`config.mk`:
```
export PLATFORM = sky130hd
export DESIGN_NAME = dc_diff_encoder
export DESIGN_NICKNAME = d
export VERILOG_FILES = /design/src/rtl/jpeg_pkg.sv /design/src/rtl/dc_huff_chroma.sv /design/src/rtl/dc_huff_luma.sv /design/src/rtl/dc_size_cat.sv /design/src/rtl/dc_diff_encoder.sv
export SDC_FILE = /design/constraint.sdc
export NUM_CORES = 1
export LEC_CHECK = 0
export CAP_MARGIN = 15
export CORE_ASPECT_RATIO = 0.7
export CORE_UTILIZATION = 43
export CTS_CLUSTER_SIZE = 20
export DETAILED_ROUTE_END_ITERATION = 6
export DONT_BUFFER_PORTS = 1
export PLACE_DENSITY_LB_ADDON = 0.15
export SETUP_SLACK_MARGIN = 0.4
export SLEW_MARGIN = 40
export SYNTH_ARGS = -nofsm -noshare
export SYNTH_HDL_FRONTEND = slang
export SYNTH_SLANG_ARGS = --single-unit
export TNS_END_PERCENT = 50
```
`constraint.sdc`:
```
create_clock -name clk -period 4.4 [get_ports clk]
set_input_delay 0.66 -clock clk [delete_from_list [all_inputs] [get_ports clk]]
set_output_delay 0.66 -clock clk [all_outputs]
set_load 0.02 [all_outputs]
```
`src/rtl/jpeg_pkg.sv`:
```
// jpeg_pkg
// Shared definitions for the JPEG entropy path: component encodings,
// the largest DC size category, and the field widths used by the DC
// Huffman tables and the extra-bits path.
package jpeg_pkg;

   typedef enum logic [1:0] {
      COMP_Y   = 2'd0,
      COMP_CB  = 2'd1,
      COMP_CR  = 2'd2,
      COMP_BAD = 2'd3
   } comp_e;

   localparam int DC_MAX_CAT = 11;
   localparam int DIFF_W     = 12;
   localparam int CODE_W     = 16;
   localparam int LEN_W      = 5;
   localparam int BITS_W     = 11;
   localparam int NBITS_W    = 4;

endpackage

```
`src/rtl/dc_huff_chroma.sv`:
```
// dc_huff_chroma
// Standard chrominance DC Huffman table (size category -> code, length).
// Ports:
//   i_size - size category 0..11
//   o_code - Huffman code, right-aligned
//   o_len  - code length in bits (0 for out-of-range sizes)
module dc_huff_chroma
   import jpeg_pkg::*;
(
   input  logic [NBITS_W-1:0] i_size,
   output logic [CODE_W-1:0]  o_code,
   output logic [LEN_W-1:0]   o_len
);

   // Sizes 4..11 are size-1 ones followed by a zero, with length = size.
   always_comb begin
      o_code = '0;
      o_len  = '0;
      case (i_size)
         4'd0:  begin o_code = 16'h0000; o_len = 5'd2;  end
         4'd1:  begin o_code = 16'h0001; o_len = 5'd2;  end
         4'd2:  begin o_code = 16'h0002; o_len = 5'd2;  end
         4'd3:  begin o_code = 16'h0006; o_len = 5'd3;  end
         4'd4:  begin o_code = 16'h000E; o_len = 5'd4;  end
         4'd5:  begin o_code = 16'h001E; o_len = 5'd5;  end
         4'd6:  begin o_code = 16'h003E; o_len = 5'd6;  end
         4'd7:  begin o_code = 16'h007E; o_len = 5'd7;  end
         4'd8:  begin o_code = 16'h00FE; o_len = 5'd8;  end
         4'd9:  begin o_code = 16'h01FE; o_len = 5'd9;  end
         4'd10: begin o_code = 16'h03FE; o_len = 5'd10; end
         4'd11: begin o_code = 16'h07FE; o_len = 5'd11; end
         default: begin o_code = '0; o_len = '0; end
      endcase
   end

endmodule

```
`src/rtl/dc_huff_luma.sv`:
```
// dc_huff_luma
// Standard luminance DC Huffman table (size category -> code, length).
// Ports:
//   i_size - size category 0..11
//   o_code - Huffman code, right-aligned
//   o_len  - code length in bits (0 for out-of-range sizes)
module dc_huff_luma
   import jpeg_pkg::*;
(
   input  logic [NBITS_W-1:0] i_size,
   output logic [CODE_W-1:0]  o_code,
   output logic [LEN_W-1:0]   o_len
);

   // Straight table lookup; sizes above 11 cannot occur and map to zero.
   always_comb begin
      o_code = '0;
      o_len  = '0;
      case (i_size)
         4'd0:  begin o_code = 16'h0000; o_len = 5'd2; end
         4'd1:  begin o_code = 16'h0002; o_len = 5'd3; end
         4'd2:  begin o_code = 16'h0003; o_len = 5'd3; end
         4'd3:  begin o_code = 16'h0004; o_len = 5'd3; end
         4'd4:  begin o_code = 16'h0005; o_len = 5'd3; end
         4'd5:  begin o_code = 16'h0006; o_len = 5'd3; end
         4'd6:  begin o_code = 16'h000E; o_len = 5'd4; end
         4'd7:  begin o_code = 16'h001E; o_len = 5'd5; end
         4'd8:  begin o_code = 16'h003E; o_len = 5'd6; end
         4'd9:  begin o_code = 16'h007E; o_len = 5'd7; end
         4'd10: begin o_code = 16'h00FE; o_len = 5'd8; end
         4'd11: begin o_code = 16'h01FE; o_len = 5'd9; end
         default: begin o_code = '0; o_len = '0; end
      endcase
   end

endmodule

```
`src/rtl/dc_size_cat.sv`:
```
// dc_size_cat
// Combinational size-category and extra-bits former for a DC difference.
// Ports:
//   i_diff  - signed 12-bit DC difference (-2047..2047)
//   o_size  - bit length of |i_diff| (0..11)
//   o_bits  - extra bits, right-aligned, zero above o_size
module dc_size_cat
   import jpeg_pkg::*;
(
   input  logic signed [DIFF_W-1:0]  i_diff,
   output logic        [NBITS_W-1:0] o_size,
   output logic        [BITS_W-1:0]  o_bits
);

   logic [DIFF_W-1:0] w_mag;
   logic [BITS_W-1:0] w_raw;
   logic [BITS_W-1:0] w_mask;

   // Negative differences are sent as the one's complement of their
   // magnitude, which in the low bits equals diff-1; only the low 11 bits
   // can ever survive the mask, so the subtraction is done at that width.
   always_comb begin
      w_mag  = i_diff[DIFF_W-1] ? (~i_diff + 12'd1) : i_diff;
      w_raw  = i_diff[DIFF_W-1] ? (i_diff[BITS_W-1:0] - 11'd1) : i_diff[BITS_W-1:0];
      o_size = '0;
      for (int i = 0; i < DIFF_W; i++) begin
         if (w_mag[i]) begin
            o_size = NBITS_W'(i + 1);
         end
      end
      // A shift by 11 wraps to zero in 11 bits, so the mask becomes all ones.
      w_mask = (11'd1 << o_size) - 11'd1;
      o_bits = w_raw & w_mask;
   end

endmodule

```
`src/rtl/dc_diff_encoder.sv`:
```
// dc_diff_encoder
// JPEG baseline DC coder: per-component DPCM prediction, size category,
// luma/chroma DC Huffman lookup, two-stage valid/ready pipeline.
// Ports:
//   clk, rst                      - clock, synchronous active-high reset
//   dc_vld/dc_rdy                 - input handshake
//   dc_coef, dc_comp, dc_rst_pred - coefficient, component, restart flag
//   out_vld/out_rdy               - output handshake
//   out_code/out_len              - Huffman code and its length
//   out_bits/out_nbits            - extra bits and their count
//   out_comp, out_err             - component tag, illegal-component flag
//   tot_bits                      - saturating count of emitted bits
module dc_diff_encoder
   import jpeg_pkg::*;
#(
   parameter int COEF_W = 11
)
(
   input  logic                     clk,
   input  logic                     rst,
   input  logic                     dc_vld,
   output logic                     dc_rdy,
   input  logic signed [COEF_W-1:0] dc_coef,
   input  logic [1:0]               dc_comp,
   input  logic                     dc_rst_pred,
   output logic                     out_vld,
   input  logic                     out_rdy,
   output logic [CODE_W-1:0]        out_code,
   output logic [LEN_W-1:0]         out_len,
   output logic [BITS_W-1:0]        out_bits,
   output logic [NBITS_W-1:0]       out_nbits,
   output logic [1:0]               out_comp,
   output logic                     out_err,
   output logic [23:0]              tot_bits
);

   logic                     w_en;
   logic                     w_accept;
   logic                     w_compOk;
   logic signed [COEF_W-1:0] w_pred;
   logic signed [DIFF_W-1:0] w_diff;
   logic [NBITS_W-1:0]       w_size;
   logic [BITS_W-1:0]        w_bits;
   logic [CODE_W-1:0]        w_lumaCode, w_chromaCode;
   logic [LEN_W-1:0]         w_lumaLen, w_chromaLen;
   logic [24:0]              w_totSum;

   logic signed [COEF_W-1:0] r_predY, r_predCb, r_predCr;
   logic                     r_s1Vld, r_s1Err;
   logic signed [DIFF_W-1:0] r_s1Diff;
   logic [1:0]               r_s1Comp;
   logic                     r_outVld, r_outErr;
   logic [CODE_W-1:0]        r_outCode;
   logic [LEN_W-1:0]         r_outLen;
   logic [BITS_W-1:0]        r_outBits;
   logic [NBITS_W-1:0]       r_outNbits;
   logic [1:0]               r_outComp;
   logic [23:0]              r_totBits;

   // The whole pipeline advances together whenever the output register is
   // empty or being drained; ready upstream is exactly that enable.
   assign w_en     = !r_outVld || out_rdy;
   assign dc_rdy   = w_en;
   assign w_accept = dc_vld && w_en;
   assign w_compOk = (dc_comp != COMP_BAD);

   // Predictor selection happens on the input side, so a same-component
   // beat directly behind another sees the freshly written value.
   always_comb begin
      w_pred = '0;
      if (!dc_rst_pred) begin
         case (dc_comp)
            COMP_Y:  w_pred = r_predY;
            COMP_CB: w_pred = r_predCb;
            COMP_CR: w_pred = r_predCr;
            default: w_pred = '0;
         endcase
      end
      w_diff = DIFF_W'(dc_coef) - DIFF_W'(w_pred);
   end

   // Restart clears all three predictors; the beat's own component (if
   // legal) then takes the new coefficient in the same cycle.
   always_ff @(posedge clk) begin
      if (rst) begin
         r_predY  <= '0;
         r_predCb <= '0;
         r_predCr <= '0;
      end else if (w_accept) begin
         if (dc_rst_pred) begin
            r_predY  <= '0;
            r_predCb <= '0;
            r_predCr <= '0;
         end
         case (dc_comp)
            COMP_Y:  r_predY  <= dc_coef;
            COMP_CB: r_predCb <= dc_coef;
            COMP_CR: r_predCr <= dc_coef;
            default: ;
         endcase
      end
   end

   // Stage 1 holds the difference; an illegal beat carries a zero diff and
   // its error flag so it still occupies a slot in the stream.
   always_ff @(posedge clk) begin
      if (rst) begin
         r_s1Vld  <= 1'b0;
         r_s1Err  <= 1'b0;
         r_s1Diff <= '0;
         r_s1Comp <= '0;
      end else if (w_en) begin
         r_s1Vld  <= dc_vld;
         r_s1Err  <= dc_vld && !w_compOk;
         r_s1Diff <= w_compOk ? w_diff : '0;
         r_s1Comp <= dc_comp;
      end
   end

   dc_size_cat u_sizeCat (
      .i_diff (r_s1Diff),
      .o_size (w_size),
      .o_bits (w_bits)
   );

   dc_huff_luma u_lumaLut (
      .i_size (w_size),
      .o_code (w_lumaCode),
      .o_len  (w_lumaLen)
   );

   dc_huff_chroma u_chromaLut (
      .i_size (w_size),
      .o_code (w_chromaCode),
      .o_len  (w_chromaLen)
   );

   // Output stage: pick the table by component and blank every field of an
   // illegal beat, since the tables still return a code for size 0.
   always_ff @(posedge clk) begin
      if (rst) begin
         r_outVld   <= 1'b0;
         r_outErr   <= 1'b0;
         r_outCode  <= '0;
         r_outLen   <= '0;
         r_outBits  <= '0;
         r_outNbits <= '0;
         r_outComp  <= '0;
      end else if (w_en) begin
         r_outVld  <= r_s1Vld;
         r_outErr  <= r_s1Err;
         r_outComp <= r_s1Comp;
         if (r_s1Err) begin
            r_outCode  <= '0;
            r_outLen   <= '0;
            r_outBits  <= '0;
            r_outNbits <= '0;
         end else begin
            r_outCode  <= (r_s1Comp == COMP_Y) ? w_lumaCode : w_chromaCode;
            r_outLen   <= (r_s1Comp == COMP_Y) ? w_lumaLen  : w_chromaLen;
            r_outBits  <= w_bits;
            r_outNbits <= w_size;
         end
      end
   end

   // Running bit count, widened by one bit so overflow can be detected and
   // clamped rather than wrapping.
   assign w_totSum = {1'b0, r_totBits} + 25'(r_outLen) + 25'(r_outNbits);

   always_ff @(posedge clk) begin
      if (rst) begin
         r_totBits <= '0;
      end else if (r_outVld && out_rdy && !r_outErr) begin
         r_totBits <= w_totSum[24] ? 24'hFFFFFF : w_totSum[23:0];
      end
   end

   assign out_vld   = r_outVld;
   assign out_err   = r_outErr;
   assign out_code  = r_outCode;
   assign out_len   = r_outLen;
   assign out_bits  = r_outBits;
   assign out_nbits = r_outNbits;
   assign out_comp  = r_outComp;
   assign tot_bits  = r_totBits;

endmodule

```
==> metrics, run 1 <==
cell taking the most area after synthesis dfxtp_1; Tcrit/Tclk final 0.8641; Yosys cell types 74; global routing usage on met2 0.3340; die area roughly 15000 sq um; Die W 148.3 um; Overall Global Routing Usage 0.2208; most frequent cells in the layout dfxtp_1 (103), nand2_1 (89), nor2_1 (81), a21oi_1 (66), nand3_1 (34); Final Non-Filler Cells 967; Worst R2R Path Depth 15; worst slew pin tran 0.6923 ns; Slew Viols, Final 0; Worst Setup End Kind register; R2R Setup Slk 0.60 ns; CP max stage cell or4_4; num ports 83; status complete, no violations; area of the mapped netlist 6444 sq um; largest net degree at the start of global routing 96; grt peak-use layer met2; Reg area 2126 sq um; first-pass detailed-route iteration total 5; worst slack, placed 0.3591 ns; min cycle time layout around 3.8 ns; VDD IR-drop max 205.0 uV; Primary FF master, synth dfxtp_1; arrival time at the worst endpoint 4.04 ns; initial core utilization 0.4391; terminus of the critical flop-to-flop path out_bits[8]$_SDFFE_PP0N_; crit path to out_bits[8]$_SDFFE_PP0N_; setup TNS 0 ns; post-synthesis sequential area ratio 0.3293; main combinational cell family by area after synthesis simple AND/OR/NAND/NOR gates; CTS Buf Count 9; Final Hold Viols 0; Adder-Cell Fraction of Synth Area 0.06718; asr flop ratio synth 0; Rows 37; total number of H-tree levels 3; crit path kind register to register; Post-Synth Simple-Gate Area 0.2216; detailed-placement wirelength estimate 11.96 mm; placer congestion estimate 0.9174; required time of the critical path 4.64 ns; number of port buffers 0; 1st-iter DRT viols 363; CP max stage delay approximately 0.63 ns; P per Cell Area 390.4 nW/um^2; Core Box Area 14680 sq um; fmax 0.2630 GHz; vias in the first global route 5277; Max-Cap Viols 0; TritonCTS clock tree built; Hold Crit Depth 1; Fillers 1419; met3 Use GR 0.04386; n_diodes 0; crit-path most repeated cell ha_2; CP max FO 11; Clk Tree Root Cell clkbuf_16; Post-synth EDFFs 0; setup ws final 0.5980 ns; Worst setup SP type register; Slew HR 0.5371; xor/xnor share of the synthesized area 0.04893; DR vias approximately 5700; #FFs+latches synth ~110; vias per cell 5.846; most common cell after layout, fill and taps aside dfxtp_1; Finish-stage setup viols 0; post-route ant nets 0; Multi-input gate area 3887 sq um; Final Util 0.4631; crit path from r_s1Diff[2]$_SDFFE_PP0N_; DR WL/cell 17.51 um; clk slew on worst S/H paths 0.08 ns; Die Span Y 104.4 um; Syn Area/Cell around 8.0 sq um; area share of the largest cell type after synthesis 0.3293; global-route wire length before repair roughly 28 mm; synth top area cells dfxtp_1 (33%), a21oi_1 (5.2%), nand2_1 (5.2%), ha_1 (4.9%), nor2_1 (4.8%); crit-path cells or4_4 -> or3_4 -> a211oi_4 -> a2bb2oi_2 -> o21ai_2 -> and2_2 -> inv_1 -> ha_2 -> nand3_1 -> ha_2 -> nor2b_1 -> a21oi_1 -> nor2_1 -> a211oi_1 -> o21ai_1; Bufs on Longest Clock Path 2; share of layout cells above drive strength 1 0.08549; Min-Delay Path Class input port to register; Worst Clk Skew 0.01110 ns; reg2reg start r_s1Diff[2]$_SDFFE_PP0N_; Inst Count DP 949; DRC violations left 0; Layout Area Growth over Synthesis 5.476%; post-synthesis compound-gate area fraction 0.2184; post-synthesis mux area share 0.03282; total gr overflow 0; Total Wirelength 16.93 mm; Pleak 2.467 nW; Synthesis Warnings 0; Net count, final around 820; initial antenna violation count 0; GR Layer Usage met1 0.3180; Clock Sink Count between 100 and 150; clock latency on the worst-skew pair 0.35 ns; Post-Synthesis Cells 807; RSZ-0062 raised after global routing no
-- through the flow --
| step | total power [W] | cell area [sq um] | hold WS, ns |
|---|---|---|---|
| final | 0.002654 | 6797 | 0.3979 |
| after global routing | 0.002802 | 6797 | 0.3796 |
| after CTS | 0.002652 | 6738 | 0.3709 |
| after detailed placement | 0.001782 | 6407 | 0.4530 |
| after global placement | 0.001778 | 6390 | 0.4483 |
| after floorplan | 0.001673 | 6462 | 0.4367 |
-- critical path, delay by kind of cell (launching register included) --
family	cells	cell delay, ns
flops	1	0.39
buf+inv	1	0.16
simple gates	6	1.61
fa+ha+maj	2	0.54
compound gates	6	0.97
-- sequential cells by signal, summed over array words and instances (netlist names), 2 cells and up --
signal and count:
r_predCr 11, out_nbits 4, r_predY 11, out_code 11, r_predCb 11, tot_bits 24
r_s1Diff 12, out_bits 11, out_comp 2, r_s1Comp 2, out_len 3
-- per-layer routing --
layer  vias to the layer above  share of wire  routed length, um
li1                       2769              -                  -
met1                      2705           0.50               8431
met2                       173           0.44               7384
met3                         6          0.061               1034
met4                         0         0.0047                 80
met5                         -              0                  0
-- worst min path at each step --
stage,slack (ns),end,start
after floorplan,0.44,r_s1Vld$_SDFFE_PP0N_,r_s1Vld$_SDFFE_PP0N_
after global placement,0.45,r_predY[0]$_SDFFE_PP0P_,r_predY[0]$_SDFFE_PP0P_
after detailed placement,0.45,r_s1Vld$_SDFFE_PP0N_,r_s1Vld$_SDFFE_PP0N_
after CTS,0.37,out_code[0]$_SDFFE_PP0N_,rst
after global routing,0.38,out_bits[1]$_SDFFE_PP0N_,rst
final,0.40,out_bits[1]$_SDFFE_PP0N_,rst
-- cells by family (layout without fill, tap and decap cells) --
| group | after synthesis | count (layout) |
|---|---|---|
| simple gates | 300 | 300 |
| fa+ha+maj | 31 | 31 |
| xor+xnor | 36 | 36 |
| flops | 106 | 106 |
| mux | 21 | 21 |
| compound gates | 211 | 211 |
| other cells | 1 | 6 |
| buf+inv | 101 | 61 |
-- layout make-up --
cell class | count | area share
Clock buffer | 9 | 0.03314
Tap cell | 195 | 0.03590
Inverter | 33 | 0.01823
Timing Repair Buffer | 12 | 0.01325
Clock inverter | 7 | 0.01473
Sequential cell | 106 | 0.3128
Multi-Input combinational cell | 605 | 0.5720
-- cell usage after synthesis (9+ instances only) --
| cell | instances |
|---|---|
| nor2_1 | 82 |
| clkbuf_1 | 39 |
| a31oi_1 | 13 |
| xor2_1 | 13 |
| nand3_1 | 35 |
| buf_4 | 9 |
| nand2b_1 | 15 |
| a22oi_1 | 23 |
| ha_1 | 25 |
| o21ai_0 | 29 |
| xnor2_1 | 23 |
| a21oi_1 | 67 |
| inv_1 | 32 |
| nor3_1 | 17 |
| mux2i_1 | 20 |
| dfxtp_1 | 106 |
| nand2_1 | 89 |
-- power breakdown --
part	switching, W	internal [W]
sequential	0.000118	0.00102
combinational	0.000396	0.000258
clock	0.000403	0.000460
total	0.000917	0.00174
-- what timing repair did --
item	in CTS	in global routing
setup endpoints to repair	2	4
pin swaps	0	2
hold buffers	0	0
cloned	0	0
buffers inserted	0	2
gates resized for setup	2	9
Note: power is estimated with default switching activity, not from simulation.
==> run 2: changes to the inputs <==
Settings changed: CORE_ASPECT_RATIO 0.7 to 0.8, GPL_TIMING_DRIVEN from default to 0.
==> metrics, run 2 (synthesized netlist as in run 1, its figures left out) <==
Die W 138.9 um; Worst setup SP type register; clock latency on the worst-skew pair 0.36 ns; Layout Area Growth over Synthesis 11.92%; number of port buffers 0; Min-Delay Path Class input port to register; worst slew pin tran approximately 0.75 ns; Total Wirelength 18.60 mm; fmax 0.2572 GHz; DR WL/cell roughly 18 um; status finished with violations; global-route wire length before repair 29.55 mm; DR vias 5985; Rows 39; crit path kind register to register; total gr overflow 0; Core Box Area about 14000 sq um; min cycle time layout roughly 4 ns; Sw Share 0.3502; Finish-stage setup viols 0; Slew Viols, Final 0; Inst Count DP 996; Die Span Y between 100 and 150 um; most frequent cells in the layout dfxtp_1 (106), nand2_1 (89), nor2_1 (78), a21oi_1 (66), clkbuf_1 (37); max reg flops 24; die area 15480 sq um; Bufs on Longest Clock Path 2; num ports 83; TritonCTS clock tree built; most common cell after layout, fill and taps aside dfxtp_1; CTS Buf Count 9; Final Hold Viols 0; Worst Clk Skew 0.01026 ns; Clock Power Share 0.304; worst slack, placed -0.04262 ns; placer congestion estimate ~0.9; 1st-iter DRT viols 509; vias in the first global route 5691; VDD IR-drop max 247.0 uV; initial antenna violation count 0; Tcrit/Tclk final 0.8837; Comb power frac 0.287; arrival time at the worst endpoint 4.13 ns; Max-Cap Viols 0; detailed-placement wirelength estimate 13.88 mm; DRC violations left 10; CP max FO 10; clk slew on worst S/H paths 0.07 ns; Min Hold Slack 0.4329 ns; Net Switching roughly 0.00096 W; Final Util 0.4993; setup ws final 0.5116 ns; internal power 0.001778 W; largest net degree at the start of global routing 19; P per Cell Area 379.4 nW/um^2; RSZ-0062 raised after global routing no; Clock Sink Count 106; Final Non-Filler Cells 1022; vias per cell between 5 and 6; hold_buf cts 0; Tot Pwr between 0.002 and 0.003 W; total number of H-tree levels 3; Fillers 1420; Worst Setup End Kind register; first-pass detailed-route iteration total 7; post-route ant nets 0; n_diodes 0; Overall Global Routing Usage 0.2402; share of layout cells above drive strength 1 0.1134; required time of the critical path 4.64 ns; Clk Tree Root Cell clkbuf_16; Net count, final 882; initial core utilization 0.4461; violated checks DRC; Seq pwr share 0.409; Slew HR 0.4961; Pleak 2.668 nW
==> run 2: cell types whose count changed in the layout (fill, tap and decap cells not counted), sizes merged <==
| cell | previous run | this run |
|---|---|---|
| clkbuf | 9 | 56 |
| buf | 12 | 32 |
| clkinv | 2 | 1 |
| clkinvlp | 2 | 1 |
| inv | 35 | 36 |
==> run 2: area by class of cell <==
type / instances / area [sq um] / area share
clock inverter: 6 / 71.32 / 0.009889
sequential: 106 / 2122 / 0.2942
tap: 184 / 230.2 / 0.03192
buffer: 68 / 412.9 / 0.05725
timing repair buffer: 10 / 87.58 / 0.01214
inverter: 33 / 126.4 / 0.01752
multi-input combinational: 605 / 3933 / 0.5453
clock buffer: 10 / 229.0 / 0.03175
==> run 2: repair_timing <==
action / in CTS / in global routing
endpoints found under the setup margin: 6 / 11
buffers inserted: 1 / 9
pin swaps: 0 / 7
gates resized for setup: 13 / 23
==> run 2: final timing paths <==
kind                                   end                startpoint  slack [ns]  cells past startpoint
hold / removal    r_predCb[9]$_SDFFE_PP0P_                dc_coef[9]        0.43                      2
setup / recovery  out_bits[4]$_SDFFE_PP0N_  r_s1Diff[0]$_SDFFE_PP0N_        0.51                     16
hold reg to reg       r_s1Vld$_SDFFE_PP0N_      r_s1Vld$_SDFFE_PP0N_        0.47                      2
setup reg to reg  out_bits[4]$_SDFFE_PP0N_  r_s1Diff[0]$_SDFFE_PP0N_        0.51                     16
==> run 2: critical path, cell delays in order (launching register included) <==
cell and delay, ns:
dfxtp_1 0.32, buf_6 0.14, or4_4 0.53, buf_6 0.16, or4_4 0.57, or3_4 0.42
buf_6 0.15, and2_4 0.16, inv_4 0.09, ha_4 0.15, nand3_2 0.10, ha_1 0.20
buf_4 0.17, nor2b_1 0.15, a31oi_1 0.18, a2bb2oi_2 0.19, o31ai_1 0.09
==> run 2: power groups by stage <==
stage / Sequential (W) / Clock, W / Combinational (W)
CTS: 0.00112 / 0.000851 / 0.000731
global placement: 0.00114 / 0 / 0.000689
finish: 0.00112 / 0.000832 / 0.000785
detailed placement: 0.00114 / 0 / 0.000702
global route: 0.00113 / 0.000890 / 0.000866
floorplan: 0.00112 / 0 / 0.000551
==> run 2: per-stage QoR <==
stage	setup TNS, ns	instance area, sq um
global route	0	7212
finish	0	7212
CTS	0	7062
floorplan	0	6462
global placement	0	6693
detailed placement	-0.07820	6698
==> run 2: routing by layer <==
layer  track usage  vias up  wire length, um
met5             0        -                0
met4       0.06815        0              254
met3       0.05462       18             1318
met2        0.3859      199             8381
met1        0.3227     2875             8646
li1              -     2893                -
